**src/rtl/tlv493_pkg.sv**
```systemverilog
// Shared types and constants for the TLV493D I2C target emulation.
package tlv493_pkg;

  typedef enum logic [2:0] {
    IDLE,
    ADDR,
    ADDR_ACK,
    WR_DATA,
    WR_ACK,
    RD_DATA,
    RD_ACK,
    IGNORE
  } state_t;

  localparam logic [6:0] TLV493_DEFAULT_ADDR = 7'h5E;

  localparam logic [3:0] REG_BX_HI    = 4'd0;
  localparam logic [3:0] REG_BY_HI    = 4'd1;
  localparam logic [3:0] REG_BZ_HI    = 4'd2;
  localparam logic [3:0] REG_TEMP_HI  = 4'd3;
  localparam logic [3:0] REG_BXY_LO   = 4'd4;
  localparam logic [3:0] REG_BZ_LO    = 4'd5;
  localparam logic [3:0] REG_TEMP_LO  = 4'd6;
  localparam logic [3:0] REG_FACTORY7 = 4'd7;
  localparam logic [3:0] REG_FACTORY8 = 4'd8;
  localparam logic [3:0] REG_FACTORY9 = 4'd9;

  localparam logic [3:0] READ_MAP_LEN  = 4'd10;
  localparam logic [2:0] WRITE_MAP_LEN = 3'd4;

endpackage

```
**src/rtl/i2c_line_filter.sv**
```systemverilog
// Synchronizes and deglitches SCL/SDA, then derives SCL edges and START/STOP
// from the filtered levels. Input-to-level latency is 2+FILTER_DEPTH cycles.
module i2c_line_filter #(
  parameter int FILTER_DEPTH = 3
) (
  input  logic clock,
  input  logic reset,
  input  logic scl_in,
  input  logic sda_in,
  output logic sda,
  output logic scl_rise,
  output logic scl_fall,
  output logic start,
  output logic stop
);

  localparam logic [2:0] CNT_LAST = 3'(FILTER_DEPTH - 1);

  logic [1:0] scl_sync, sda_sync;
  logic [2:0] scl_cnt, sda_cnt;
  logic       scl_f, sda_f, scl_p, sda_p;

  // Idle bus is high on both lines, so reset to 1 to avoid a fake START.
  always_ff @(posedge clock or posedge reset) begin
    if (reset) begin
      scl_sync <= 2'b11;
      sda_sync <= 2'b11;
      scl_cnt  <= '0;
      sda_cnt  <= '0;
      scl_f    <= 1'b1;
      sda_f    <= 1'b1;
      scl_p    <= 1'b1;
      sda_p    <= 1'b1;
    end else begin
      scl_sync <= {scl_sync[0], scl_in};
      sda_sync <= {sda_sync[0], sda_in};
      scl_p    <= scl_f;
      sda_p    <= sda_f;

      if (scl_sync[1] == scl_f) begin
        scl_cnt <= '0;
      end else if (scl_cnt == CNT_LAST) begin
        scl_f   <= scl_sync[1];
        scl_cnt <= '0;
      end else begin
        scl_cnt <= scl_cnt + 3'd1;
      end

      if (sda_sync[1] == sda_f) begin
        sda_cnt <= '0;
      end else if (sda_cnt == CNT_LAST) begin
        sda_f   <= sda_sync[1];
        sda_cnt <= '0;
      end else begin
        sda_cnt <= sda_cnt + 3'd1;
      end
    end
  end

  assign sda      = sda_f;
  assign scl_rise = scl_f & ~scl_p;
  assign scl_fall = ~scl_f & scl_p;
  // SCL must be high in both cycles so a simultaneous SCL change is not a bus condition.
  assign start    = scl_f & scl_p & ~sda_f & sda_p;
  assign stop     = scl_f & scl_p & sda_f & ~sda_p;

endmodule

```
**src/rtl/tlv493_i2c_responder.sv**
```systemverilog
// I2C target emulating a TLV493D: serves the 10-byte read map from a coherent
// snapshot of fabric values and stores the 4-byte config write map.
//
// state    | meaning
// IDLE     | bus free or not addressed
// ADDR     | shifting in address + R/W
// ADDR_ACK | driving ACK for the address byte
// WR_DATA  | shifting in a config byte
// WR_ACK   | driving ACK for a written byte
// RD_DATA  | shifting out a read-map byte
// RD_ACK   | released, sampling master ACK/NACK
// IGNORE   | not ours or read ended; wait for START/STOP
module tlv493_i2c_responder
  import tlv493_pkg::*;
#(
  parameter logic [6:0] I2C_ADDRESS  = TLV493_DEFAULT_ADDR,
  parameter int         FILTER_DEPTH = 3,
  parameter logic [7:0] FACTORY7     = 8'h00,
  parameter logic [7:0] FACTORY8     = 8'h00,
  parameter logic [7:0] FACTORY9     = 8'h00
) (
  input  logic        clock,
  input  logic        reset,
  input  logic        scl_in,
  input  logic        sda_in,
  output logic        sda_oe,
  input  logic [11:0] mag_x,
  input  logic [11:0] mag_y,
  input  logic [11:0] mag_z,
  input  logic [11:0] temp,
  input  logic        sample_valid,
  output logic [31:0] cfg_regs,
  output logic        cfg_write,
  output logic        busy
);

  logic sda, scl_rise, scl_fall, start, stop;

  i2c_line_filter #(.FILTER_DEPTH(FILTER_DEPTH)) u_line_filter (
    .clock    (clock),
    .reset    (reset),
    .scl_in   (scl_in),
    .sda_in   (sda_in),
    .sda      (sda),
    .scl_rise (scl_rise),
    .scl_fall (scl_fall),
    .start    (start),
    .stop     (stop)
  );

  state_t      state;
  logic [3:0]  bit_cnt;
  logic [6:0]  shreg;
  logic [6:0]  tx;
  logic        rw;
  logic [3:0]  ptr;
  logic [2:0]  wr_idx;
  logic        wr_stored;
  logic [7:0]  rd_byte;

  logic [11:0] snap_x, snap_y, snap_z, snap_t;
  logic [11:0] pend_x, pend_y, pend_z, pend_t;
  logic        pend_valid;
  logic [1:0]  frm;
  logic        rd_active, rd_end;

  assign rd_active = (state == RD_DATA) || (state == RD_ACK);
  assign rd_end    = rd_active && (start || stop || (state == RD_ACK && scl_rise && sda));

  always_comb begin
    rd_byte = 8'h00;
    case (ptr)
      REG_BX_HI:    rd_byte = snap_x[11:4];
      REG_BY_HI:    rd_byte = snap_y[11:4];
      REG_BZ_HI:    rd_byte = snap_z[11:4];
      REG_TEMP_HI:  rd_byte = {snap_t[11:8], frm, 2'b00};
      REG_BXY_LO:   rd_byte = {snap_x[3:0], snap_y[3:0]};
      REG_BZ_LO:    rd_byte = {3'b000, 1'b1, snap_z[3:0]};
      REG_TEMP_LO:  rd_byte = snap_t[7:0];
      REG_FACTORY7: rd_byte = FACTORY7;
      REG_FACTORY8: rd_byte = FACTORY8;
      REG_FACTORY9: rd_byte = FACTORY9;
      default:      rd_byte = 8'h00;
    endcase
  end

  // Strobes during a read are parked so every byte of one read comes from one sample.
  always_ff @(posedge clock or posedge reset) begin
    if (reset) begin
      snap_x     <= '0;
      snap_y     <= '0;
      snap_z     <= '0;
      snap_t     <= '0;
      pend_x     <= '0;
      pend_y     <= '0;
      pend_z     <= '0;
      pend_t     <= '0;
      pend_valid <= 1'b0;
      frm        <= '0;
    end else if (rd_end) begin
      pend_valid <= 1'b0;
      if (sample_valid) begin
        {snap_x, snap_y, snap_z, snap_t} <= {mag_x, mag_y, mag_z, temp};
        frm <= frm + 2'd1;
      end else if (pend_valid) begin
        {snap_x, snap_y, snap_z, snap_t} <= {pend_x, pend_y, pend_z, pend_t};
        frm <= frm + 2'd1;
      end
    end else if (sample_valid) begin
      if (rd_active) begin
        {pend_x, pend_y, pend_z, pend_t} <= {mag_x, mag_y, mag_z, temp};
        pend_valid <= 1'b1;
      end else begin
        {snap_x, snap_y, snap_z, snap_t} <= {mag_x, mag_y, mag_z, temp};
        frm <= frm + 2'd1;
      end
    end
  end

  always_ff @(posedge clock or posedge reset) begin
    if (reset) begin
      state     <= IDLE;
      bit_cnt   <= '0;
      shreg     <= '0;
      tx        <= '0;
      rw        <= 1'b0;
      ptr       <= '0;
      wr_idx    <= '0;
      wr_stored <= 1'b0;
      sda_oe    <= 1'b0;
      busy      <= 1'b0;
      cfg_write <= 1'b0;
      cfg_regs  <= '0;
    end else begin
      cfg_write <= 1'b0;
      if (start || stop) begin
        cfg_write <= wr_stored;
        wr_stored <= 1'b0;
        sda_oe    <= 1'b0;
        bit_cnt   <= '0;
        ptr       <= '0;
        if (stop) begin
          state <= IDLE;
          busy  <= 1'b0;
        end else begin
          state <= ADDR;
        end
      end else begin
        case (state)
          ADDR: if (scl_rise) begin
            shreg <= {shreg[5:0], sda};
            if (bit_cnt == 4'd7) begin
              bit_cnt <= '0;
              if (shreg == I2C_ADDRESS) begin
                state <= ADDR_ACK;
                busy  <= 1'b1;
                rw    <= sda;
              end else begin
                state <= IGNORE;
                busy  <= 1'b0;
              end
            end else begin
              bit_cnt <= bit_cnt + 4'd1;
            end
          end

          // First falling edge starts the ACK, the second ends the 9th clock.
          ADDR_ACK: if (scl_fall) begin
            if (!sda_oe) begin
              sda_oe <= 1'b1;
            end else if (rw) begin
              state   <= RD_DATA;
              tx      <= rd_byte[6:0];
              sda_oe  <= ~rd_byte[7];
              bit_cnt <= '0;
            end else begin
              state   <= WR_DATA;
              sda_oe  <= 1'b0;
              wr_idx  <= '0;
              bit_cnt <= '0;
            end
          end

          WR_DATA: if (scl_rise) begin
            shreg <= {shreg[5:0], sda};
            if (bit_cnt == 4'd7) begin
              bit_cnt <= '0;
              state   <= WR_ACK;
              if (wr_idx < WRITE_MAP_LEN) begin
                case (wr_idx[1:0])
                  2'd0:    cfg_regs[31:24] <= {shreg, sda};
                  2'd1:    cfg_regs[23:16] <= {shreg, sda};
                  2'd2:    cfg_regs[15:8]  <= {shreg, sda};
                  default: cfg_regs[7:0]   <= {shreg, sda};
                endcase
                wr_idx    <= wr_idx + 3'd1;
                wr_stored <= 1'b1;
              end
            end else begin
              bit_cnt <= bit_cnt + 4'd1;
            end
          end

          WR_ACK: if (scl_fall) begin
            if (!sda_oe) begin
              sda_oe <= 1'b1;
            end else begin
              sda_oe <= 1'b0;
              state  <= WR_DATA;
            end
          end

          RD_DATA: begin
            if (scl_rise) begin
              bit_cnt <= bit_cnt + 4'd1;
            end else if (scl_fall) begin
              if (bit_cnt == 4'd8) begin
                sda_oe <= 1'b0;
                state  <= RD_ACK;
                if (ptr != READ_MAP_LEN) ptr <= ptr + 4'd1;
              end else begin
                sda_oe <= ~tx[6];
                tx     <= {tx[5:0], 1'b0};
              end
            end
          end

          // bit_cnt==9 marks an ACK seen on the 9th rising edge.
          RD_ACK: begin
            if (scl_rise) begin
              if (sda) state <= IGNORE;
              else     bit_cnt <= 4'd9;
            end else if (scl_fall && bit_cnt == 4'd9) begin
              state   <= RD_DATA;
              tx      <= rd_byte[6:0];
              sda_oe  <= ~rd_byte[7];
              bit_cnt <= '0;
            end
          end

          default: ;
        endcase
      end
    end
  end

endmodule

```
**config.mk**
```make
export PLATFORM = sky130hd
export DESIGN_NAME = tlv493_i2c_responder
export DESIGN_NICKNAME = d
export VERILOG_FILES = /design/src/rtl/tlv493_pkg.sv /design/src/rtl/i2c_line_filter.sv /design/src/rtl/tlv493_i2c_responder.sv
export SDC_FILE = /design/constraint.sdc
export NUM_CORES = 1
export LEC_CHECK = 0
export ABC_AREA = 1
export BUFFER_PORTS_ARGS = -buffer_cell sky130_fd_sc_hd__buf_4
export CORE_UTILIZATION = 30
export CTS_CLUSTER_DIAMETER = 100
export DETAILED_ROUTE_END_ITERATION = 16
export GPL_TIMING_DRIVEN = 0
export SLEW_MARGIN = 20
export SYNTH_ARGS = -nofsm -noshare
export SYNTH_HDL_FRONTEND = slang
export SYNTH_SLANG_ARGS = --single-unit
export TNS_END_PERCENT = 1
```
**constraint.sdc**
```tcl
create_clock -name clock -period 5.2 [get_ports clock]
set_input_delay 0.78 -clock clock [delete_from_list [all_inputs] [get_ports clock]]
set_output_delay 0.78 -clock clock [all_outputs]
set_load 0.05 [all_outputs]
```
==> flow_metrics.tcl <==
set metrics [dict create \
    cts.clk_slew.worst_paths_ns 0.08 \
    p_per_area_nw_per_um2 499.3 \
    worstSetupStartpointType "register" \
    clkLatencyLatePin_ns 0.44 \
    start_util_pct 30.75 \
    crit_required_ns 5.53 \
    grt_pass1_vias 7806 \
    grt_first_pass_wirelength_um 39280 \
    cts_setup_buffers 0 \
    synth_fp_nets 1341 \
    area_growth_pct 19.91 \
    io_pins 88 \
    netlist.area_leader.share_pct 46.30 \
    drt_iter0_drc 563 \
    ant_nets 0 \
    die_w_um 177 \
    die_h_um 177 \
    core_um2 29870 \
    worstHoldPathType "input pin to asynchronous set/reset pin" \
    finalSetupViolCount 0 \
    fin_crit_sh_pct 41.83 \
    antenna_found_initial 0 \
    cp_max_fo 10 \
    fin_tns_setup_ns 0 \
    max_freq_ghz 0.4597 \
    vias 8134 \
    root_buffer "clkbuf_16" \
    cp-end-kind "register" \
    synthAdderAreaFrac_pct 1.634 \
    cts-buffers-inserted 17 \
    track_usage_pct 15.76 \
    synth_xor_xnor_area_share_pct 0.6673 \
    maxCapViolCount 0 \
    synth_compound_area_share_pct 9.274 \
    tightest_slew_ns 0.5465 \
    layout_min_cycle_time_ns 2.175 \
    leakage_uw 0.005871 \
    arrival_ns 2.51 \
    synth_mux_area_share_pct 0.2179 \
    viasPerCell 4.547 \
    cp_slowest_cell "dfstp_2" \
    rsz0062_at_grt "false" \
    synth_area_per_cell_um2 7.200 \
    fp-row-count 63 \
    synthCells 1276 \
    crit_top_cell "nand2_1" \
    final_cells 1789 \
    drt_wl_total_um 23210 \
    cts_sinks 178 \
    drtPass1Iterations 5 \
    cts_hold_buf 0 \
    nNetsFinal 1452 \
    hold_viol 0 \
    crit_chain "inv_2, nand2_1, nand2_1, nand2_1, nand2_2, o21ai_2, inv_2, buf_4, buf_4, nand2_1, nand2_1" \
    dp_hpwl_um 17380 \
    overflow 0 \
    synth_top_family_by_area "simple AND/OR/NAND/NOR gates" \
    drc 0 \
    post_cts_resized 0 \
    critPathKind "register to register" \
    fin_area_um2 11020 \
    io_buffers 86 \
    vdd_drop_max_mv 0.2917 \
    skew_ns 0.01176 \
    slowest_delay_ns 0.60 \
    status "finished, final reports clean" \
    place_congestion 0.8927 \
    synthesis.area_um2 9188 \
    avgRoutedWirePerCell_um 12.97 \
    cts_tree "built" \
    h-tree-depth 4 \
    setup_slack_ns 3.025 \
    dpl_cell_area_um2 10450 \
    yosysUniqueCellTypes 32 \
    yosysTopAreaCell "dfrtp_1" \
    synth_seq_cells 178 \
    drive_gt1_share_pct 12.58 \
    grt_max_degree 34 \
    synth_seq_area_share_pct 48.59 \
    clock_path_buffers 2 \
    r2r_setup_slack_ns 3.02 \
    antennaDiodeCount 0 \
    synth_area_leaders "dfrtp_1, nand2_1, o21ai_0, inv_1, nor2_1" \
    die_area_um2 31330 \
    dp.cells 1758 \
    relSlewSlack_pct 63.57 \
    slew_viol_final 0 \
    yosysWarnings 0 \
    yosys.area_share.simple_pct 31.50 \
    dp_slack_ns 2.735 \
]
## area by class of cell
cell class | count | area, um2
clock buffers | 17 | 425.4
repair buffers | 92 | 773.2
flip-flops and latches | 178 | 4464
inverters | 118 | 446.7
multi-input cells | 926 | 3978
well taps | 390 | 488.0
plain buffers | 54 | 302.8
fillers | 3157 | 18860
clock inverters | 14 | 138.9
## flip-flops by register name, indices dropped and copies added, names as in the netlist, 7 cells and up
signal	cells
cfg_regs	32
pend_t	12
pend_x	12
pend_y	12
pend_z	12
snap_t	12
snap_x	12
snap_y	12
snap_z	12
shreg	7
tx	7
## worst max-delay path, delay by kind of cell, from the launching register on
family          cells  cell delay (ns)
flops               1             0.60
buf+inv             4             0.59
compound gates      1             0.31
simple gates        6             0.56
## power breakdown
group | internal (uW) | switching, uW | total (uW)
logic | 703 | 1380 | 2080
clock network | 635 | 633 | 1270
registers | 1880 | 272 | 2150
## metal layers
metal  vias to the layer above  GRT usage [%]  part of all wire [%]
li1                       4162              -                     -
met1                      3755          20.93                    47
met2                       183          25.86                    47
met3                        34          2.728                   4.2
met4                         0          5.172                   1.9
met5                         -              0                     0
## logic make-up after synthesis
| kind of cell | count (synthesis) |
|---|---|
| xor+xnor | 7 |
| flops | 178 |
| fa+ha+maj | 12 |
| simple gates | 736 |
| mux | 2 |
| buf+inv | 172 |
| compound gates | 169 |
## cells in the mapped netlist (all sizes together)
library cell  number
nand2            563
dfrtp            170
inv              117
nor2             112
o21ai            108
a21oi             60
nand3             42
buf               30
clkbuf            24
ha                12
dfstp              8
nor3               8
nand4              6
xor2               4
xnor2              3
mux2i              2
nor3b              2
a21o               1
clkinv             1
nand3b             1
nor4               1
or2                1
## metrics by stage
step / total power (uW) / util [%] / hold WS [ns]
after global routing: 5987 / 36.88 / 0.3445
final: 5501 / 36.88 / 0.3304
after detailed placement: 4263 / 34.99 / 0.3513
after global placement: 4214 / 34.56 / 0.3477
after CTS: 5542 / 36.88 / 0.3242
after floorplan: 3669 / - / 0.3452
## worst paths after layout
path,to,from,depth (start not counted)
setup / recovery,snap_t[5],u_line_filter.sda,11
hold reg to reg,u_line_filter.scl_sync[1],u_line_filter.scl_sync[0],0
hold / removal,cfg_regs[1],reset,2
min in group clock,u_line_filter.scl_sync[1],u_line_filter.scl_sync[0],0
setup reg to reg,snap_t[5],u_line_filter.sda,11
max in group asynchronous,snap_x[6],reset,5
## layout by cell type (no fill, tap or decap), types with 2 or more instances in the layout
master,Yosys,routed
a21oi_1,60,60
buf_1,2,2
buf_12,0,5
buf_2,14,14
buf_4,6,92
buf_6,8,8
clkbuf_1,24,24
clkbuf_16,0,17
clkinv_4,0,5
clkinvlp_4,0,2
dfrtp_1,170,170
dfstp_2,8,8
ha_1,12,12
inv_1,110,109
inv_2,7,7
inv_6,0,3
inv_8,0,4
mux2i_1,2,2
nand2_1,559,559
nand2_2,4,4
nand3_1,40,40
nand4_1,6,6
nor2_1,110,110
nor3_1,8,8
nor3b_1,2,2
o21ai_0,107,107
xnor2_1,3,3
xor2_1,4,4
Note: power is estimated with default switching activity, not from simulation.
